File: src/rtl/addsub_cla_iter.sv
// addsub_cla_iter: multi-cycle add/sub, one SLICE-bit lookahead slice per clock; ports: in_valid/in_ready/a/b/sub/cin in, out_valid/out_ready/s/cout/ovf/zero out
module addsub_cla_iter #(
  parameter int WIDTH = 8,
  parameter int SLICE = 4
) (
  input  logic             clk,
  input  logic             rst,
  input  logic             in_valid,
  output logic             in_ready,
  input  logic [WIDTH-1:0] a,
  input  logic [WIDTH-1:0] b,
  input  logic             sub,
  input  logic             cin,
  output logic             out_valid,
  input  logic             out_ready,
  output logic [WIDTH-1:0] s,
  output logic             cout,
  output logic             ovf,
  output logic             zero
);
  localparam int NSLICE = WIDTH / SLICE;
  localparam int CW = NSLICE > 1 ? $clog2(NSLICE) : 1;
  typedef enum logic [1:0] {IDLE, RUN, DONE} state_t;
  state_t state, state_n;
  logic [WIDTH-1:0] a_r, b_r, s_n;
  logic [SLICE-1:0] sa, sb, g, p, sum;
  logic [SLICE:0] c;
  logic [CW-1:0] cnt;
  logic carry, pp, last, accept;
  assign in_ready = state == IDLE && !rst;
  assign out_valid = state == DONE;
  assign accept = in_valid && in_ready;
  assign last = int'(cnt) == NSLICE - 1;
  always_comb begin
    sa = a_r[int'(cnt)*SLICE +: SLICE];
    sb = b_r[int'(cnt)*SLICE +: SLICE];
    g = sa & sb;
    p = sa ^ sb;
    c = '0;
    c[0] = carry;
    pp = 1'b0;
    for (int i = 0; i < SLICE; i++) begin
      c[i+1] = g[i];
      pp = p[i];
      for (int j = i - 1; j >= 0; j--) begin
        c[i+1] = c[i+1] | (pp & g[j]);
        pp = pp & p[j];
      end
      c[i+1] = c[i+1] | (pp & carry);
    end
    sum = p ^ c[SLICE-1:0];
    s_n = s;
    s_n[int'(cnt)*SLICE +: SLICE] = sum;
  end
  always_comb begin
    state_n = state == IDLE ? (accept ? RUN : IDLE) :
              state == RUN  ? (last ? DONE : RUN) :
                              (out_ready ? IDLE : DONE);
  end
  always_ff @(posedge clk) begin
    state <= rst ? IDLE : state_n;
  end
  always_ff @(posedge clk) begin
    if (rst) begin
      s <= '0;
      cout <= 1'b0;
      ovf <= 1'b0;
      zero <= 1'b0;
      cnt <= '0;
      carry <= 1'b0;
    end else if (accept) begin
      a_r <= a;
      b_r <= sub ? ~b : b;
      carry <= sub ? ~cin : cin;
      s <= '0;
      cnt <= '0;
    end else if (state == RUN) begin
      s <= s_n;
      carry <= c[SLICE];
      cnt <= cnt + 1'b1;
      if (last) begin
        cout <= c[SLICE];
        ovf <= (a_r[WIDTH-1] == b_r[WIDTH-1]) && (s_n[WIDTH-1] != a_r[WIDTH-1]);
        zero <= s_n == '0;
      end
    end
  end
endmodule

File: config.mk
export PLATFORM = sky130hd
export DESIGN_NAME = addsub_cla_iter
export DESIGN_NICKNAME = d
export VERILOG_FILES = /design/src/rtl/addsub_cla_iter.sv
export SDC_FILE = /design/constraint.sdc
export NUM_CORES = 1
export LEC_CHECK = 0
export BUFFER_PORTS_ARGS = -buffer_cell sky130_fd_sc_hd__clkbuf_2
export CAP_MARGIN = 40
export CORE_MARGIN = 2
export CORE_UTILIZATION = 44
export DETAILED_ROUTE_END_ITERATION = 12
export HOLD_SLACK_MARGIN = 0.06
export PLACE_DENSITY = 0.7
export SYNTH_ARGS = -nofsm -noshare
export SYNTH_HDL_FRONTEND = slang
export SYNTH_SLANG_ARGS = --single-unit
File: constraint.sdc
create_clock -name clk -period 2.6 [get_ports clk]
set_clock_uncertainty 0.2 [all_clocks]
set_input_delay 0.26 -clock clk [delete_from_list [all_inputs] [get_ports clk]]
set_output_delay 0.26 -clock clk [all_outputs]
set_load 0.005 [all_outputs]
# [Yosys cells after proc, flatten, opt, wreduce, memory -nomap -nowiden]
# Index checks and enable logic that the tools add are counted.
# Widths: inputs -> output; s select.
[word_totals] output_inout_bits=13 register_bits=31 elab_cells=72 input_bits=22
[op_classes] add_sub_neg=2 reduce_logical=10 shift=4 eq_ne=4 bitwise=33 n_mux=10
[op_table] cell="$neg 3->33" n=1
[op_table] cell="$shift 4x33->8 const A" n=1
[op_table] cell="$shiftx 4x33->8" n=1
[op_table] cell="$and 1x1->1" n=16
[op_table] cell="$shiftx 8x4->4" n=2
[op_table] cell="$or 1x1->1" n=10
[op_table] cell="$bwmux 8" n=1
[op_table] cell="$logic_not 8->1" n=1
[op_table] cell="$mux 2" n=4
[op_table] cell="$mux 8" n=1
[op_table] cell="$not 8->8" n=1
[op_table] cell="$xor 4x4->4" n=2
[op_table] cell="$and 4x4->4" n=1
[op_table] cell="$mux 1" n=4
[op_table] cell="$logic_and 1x1->1" n=3
[op_table] cell="$not 1->1" n=3
[op_table] cell="$reduce_and 3->1" n=1
[op_table] cell="$eq 2x1->1 const B" n=1
[op_table] cell="$eq 2x2->1 const B" n=1
[op_table] cell="$logic_not 2->1" n=1
[op_table] cell="$reduce_and 2->1" n=1
[op_table] cell="$reduce_bool 2->1" n=1
[op_table] cell="$reduce_or 2->1" n=1
[op_table] cell="$add 1x1->1 const B" n=1
[op_table] cell="3 further kinds" n=3

# [Depth between registers and ports, before layout]
[logic_depth] word_depth=11 mapped_depth=7 depth_no_buf=6

# [Least setup slack after synthesis]
# Ideal clock, no wire load.
[synth_path] kind="reg2reg" startpoint="reg cnt" endpoint="reg ovf" n_path_buf=1 setup_ns=0.088 stages_incl_launch_ff=8 period_less_slack_ns=2.683 arrival_time_ns=2.394 t_required_ns=2.312 path_slack_ns=-0.083 cell_sequence="dfxtp_1 -> buf_1 -> mux2_1 -> ha_1 -> a21o_1 -> a311o_1 -> a21o_1 -> a311oi_2"
[synth_via] elab_chain_cells=11 elab_cells_between_ends=27 classes_between="add/sub (1); eq/ne (1); shift (4); mux (1); bitwise (18); reduce/logical (2)"
[synth_rtl] item="from (decl)" line_no="28" text="logic [CW-1:0] cnt;"
[synth_rtl] item="from (signal assigned)" line_no="80" text="cnt <= cnt + 1'b1;"
[synth_rtl] item="$shiftx 8x4->4 (on tied branches)" line_no="35, 36"
[synth_rtl] item="$xor 4x4->4 / $and 4x4->4 (equally long branches)" line_no="38, 37"
[synth_rtl] item="$and 1x1->1 (on tied branches)" line_no="46, 47"
[synth_rtl] item="$or 1x1->1, or another cell as far along" line_no="46" text="c[i+1] = c[i+1] | (pp & g[j]);"
[synth_rtl] item="$or 1x1->1 / $and 1x1->1 (equally long branches)" line_no="46, 49"
[synth_rtl] item="$or 1x1->1" line_no="49" text="c[i+1] = c[i+1] | (pp & carry);"
[synth_rtl] item="$xor 4x4->4" line_no="51" text="sum = p ^ c[SLICE-1:0];"
[synth_rtl] item="$shiftx 4x33->8" line_no="53" text="s_n[int'(cnt)*SLICE +: SLICE] = sum;"
[synth_rtl] item="$bwmux 8" line_no="53"
[synth_rtl] item="$ne 1x1->1" line_no="83" text="ovf <= (a_r[WIDTH-1] == b_r[WIDTH-1]) && (s_n[WIDTH-1] != a_r[WIDTH-1]);"
[synth_rtl] item="$logic_and 1x1->1" line_no="83"
[synth_rtl] item="to (signal assigned)" line_no="83"
[synth_rtl] item="to (decl)" line_no="18" text="output logic ovf,"
# Several ways; a longest one is shown, not always the timed one.
# A chain may end at the register's enable or synchronous reset.

# [Final worst setup path]
# Ends and elaborated chain as after synthesis.

==> key figures <==
Finish
  – Post-route insts no fill: 239
  – FILL cells: 264
  – Ant diodes: 0
  – Final net count: 220
  – Final instance area: between 1500 and 2000 um2
  – Share of layout cells above drive strength 1: approximately 25%
  – Synth-to-Final Area Change: 33.5%

Detailed routing
  – Via count: 1,160
  – Via/cell ratio: 4.85
  – Per-cell routed wire length: 12.7 um
  – DR DRC count: 0
  – TritonRoute pass-1 iters: 4
  – Routed WL: 3040 um
  – Post-DRT Antenna Nets: 0
  – Iter 0 DRT Violations: 45

Clocking
  – Post-CTS Repair Setup Buffers: 0
  – CTS buffer count: 5
  – Sink Count: 31
  – Worst-skew pair later-pin latency: 330 ps
  – CTS Buffer Depth: 2
  – Htree depth: 2
  – CTS tree: done
  – Clock-pin slew on the worst setup and hold paths: 90 ps
  – Root Buffer: clkbuf_4

Hold path
  – Min-delay worst type: primary input to register
  – Hold path start: cin
  – Hold path depth: 4
  – Hold endpoint: carry

Setup path
  – Delay-heaviest family, CP: compound AO/OA/AOI/OAI gates
  – Slowest stage delay, CP: 450 ps
  – Reg2Reg Depth: 6
  – Arrival @ worst endpoint: 2500 ps
  – CP Max Fanout: 9
  – Worst Path Required: ~2700 ps
  – FF-to-FF setup slack: about 150 ps
  – Endpoint type of the worst setup path: register
  – Worst r2r src: cnt
  – CP max stage cell: dfxtp_2
  – WP buf/inv: 0
  – Most common cell on crit path: a21o_1
  – Setup crit start kind: register
  – Critical path cell sequence: mux2_1, ha_1, a21o_1, a311o_1, a21o_1, a311oi_2
  – Crit Path Class: register to register
  – Worst flop-to-flop path endpoint: ovf

STA
  – Fmax: 408 MHz
  – Final setup fails: 0
  – Unrepaired setup endpoints after global routing: false
  – Total negative slack: 0 ps
  – Max-slew headroom: 71.6%
  – Worst slew pin tran: around 420 ps
  – Slew Viols, Final: 0
  – Fin. Hold Viols: 0
  – Final period utilization: 94.3%
  – Min Tclk post-route: around 2500 ps

Floorplan
  – I/O pins: 35
  – Die Y: 61.9 um
  – Die area: ~3800 um2
  – Starting Density: 44.8%
  – Row cnt: 21
  – Die W: a little over 60 um
  – Core ar.: 3280 um2

Power
  – LEAKAGE: 0.000803 uW
  – PwrDens: 529 nW/um2
  – Total Power: roughly 1000 uW
  – Peak VDD IR: around 0.32 mV

Global route
  – Total GRT Usage: 19.1%
  – First-pass GRT wire length: 5060 um
  – Largest net degree at the start of global routing: 17
  – Initial antenna violation count: 0
  – Vias in the first global route: 1,195
  – Global route overflow: 0

Synth
  – Syn Nets: roughly 160
  – Synth Area per Inst: 11.2 um2
  – Synth Cell Area: around 1500 um2
  – Largest cells by area after synthesis: edfxtp_1, dfxtp_1, mux2_1
  – Leading area contributor after synthesis: edfxtp_1
  – Yosys reg bits: 31
  – Area share of the largest cell type after synthesis: approximately a third
  – Synth cell types: 38
  – Syn. warnings: 0
  – Sequential-to-total area share from yosys stat: 53.0%
  – Syn Inst Count: roughly 130

Run
  – Max Cap Viol: 0

Status
  – Status: completed

Placed design
  – Area of placed instances: around 1700 um2
  – Port Buffers: 34
  – Post-DP HPWL: approximately 2100 um
  – GP Congestion: between 0.8 and 0.9
  – Inst Count DP: roughly 210
==> what timing repair did <==
action,4_1_cts,5_1_grt
gates resized for setup,0,1
hold endpoints to repair,21,0
hold buffers,20,0
endpoints found under the setup margin,0,7
==> cells in the final DEF, fill, tap and decap left out, types with 2 or more instances in the layout <==
master          n
nand3b_1        2
a21o_1          3
nor2_1         11
a21oi_1         7
xor2_1          9
dlygate4sd3_1  20
nand2_1        11
edfxtp_1       16
ha_1            5
nand3_1         3
o31ai_1         2
mux2_1          8
nand2b_1        2
clkbuf_4        5
and2_1          2
buf_4           5
clkbuf_2       34
dfxtp_1        14
inv_1           2
nor3_1          3
a211oi_1        5
nor2b_1         3
clkbuf_1        3
==> state kept, by name, indices dropped and copies added, names as in the netlist <==
register,count
s,8
state,2
cout,1
cnt,1
ovf,1
a_r,8
zero,1
b_r,8
carry,1
==> power breakdown <==
group	switching (uW)	leakage, uW	total, uW	internal, uW
combinational	106	0.000506	217	111
clock	156	0.0000265	263	108
sequential	18.2	0.000271	560	542
==> cell families after synthesis <==
| kind of cell | Yosys count | synth area share, % |
|---|---|---|
| AND/OR/NAND/NOR | 44 | 15.0 |
| flip-flops | 31 | 53.0 |
| AO/OA/AOI/OAI | 24 | 11.6 |
| XOR/XNOR | 10 | 5.95 |
| multiplexers | 9 | 6.80 |
| buffers and inverters | 7 | 2.04 |
| adder cells (fa/ha/maj) | 6 | 5.61 |
==> metrics by stage <==
stage	utilization, %	setup WS [ps]	hold slack [ps]
after CTS	59.8	28.9	113
after detailed placement	52.2	55.3	239
after floorplan	-	64.7	159
final	59.8	148	119
after global routing	59.8	14.0	125
after global placement	52.2	95.0	237
==> cell type report <==
cell class                 count  area [um2]  area share [%]
multi-input combinational     93         662            33.7
inverter                       2        7.51           0.382
tap                           46        57.6            2.93
sequential                    31         782            39.8
clock buffer                   8        48.8            2.48
timing repair buffer          59         408            20.8
==> routing by layer <==
metal | global-route usage, % | vias to the layer above | wire [um]
met5 | 0 | - | 0
met4 | 10.0 | 0 | 95
met3 | 7.45 | 9 | 133
met2 | 32.2 | 38 | 1550
met1 | 20.6 | 519 | 1260
li1 | - | 594 | -
==> cells in the mapped netlist, drive strengths merged <==
library cell / number
a21oi: 7
mux2i: 1
dfxtp: 15
o21a: 1
o21ai: 1
edfxtp: 16
ha: 5
clkbuf: 1
nor2b: 3
nor4: 1
nand3b: 2
fa: 1
and3: 1
a21o: 3
buf: 4
a311o: 1
o2bb2ai: 1
mux2: 8
xnor2: 1
nand3: 3
nand2: 11
o31ai: 2
or3b: 1
a22oi: 1
nand2b: 3
nor2: 12
and2: 2
nand4: 1
o22ai: 1
a311oi: 1
inv: 2
nor3b: 1
xor2: 9
a211oi: 5
nor3: 3
==> tightest hold or removal path, stage by stage <==
cell,delay (ps)
clkbuf_2,90
xor2_1,60
o22ai_1,130
a211oi_1,70
==> worst max path at each step <==
stage / startpoint / endpoint / slack, ps / cells after the start
2_1_floorplan: cnt / ovf / 60 / 7
3_3_place_gp: cnt / ovf / 100 / 6
3_5_place_dp: cnt / ovf / 60 / 6
4_1_cts: cnt / ovf / 30 / 6
5_1_grt: cnt / ovf / 10 / 6
6_report: cnt / ovf / 150 / 6
(Power assumes the default switching activity.)
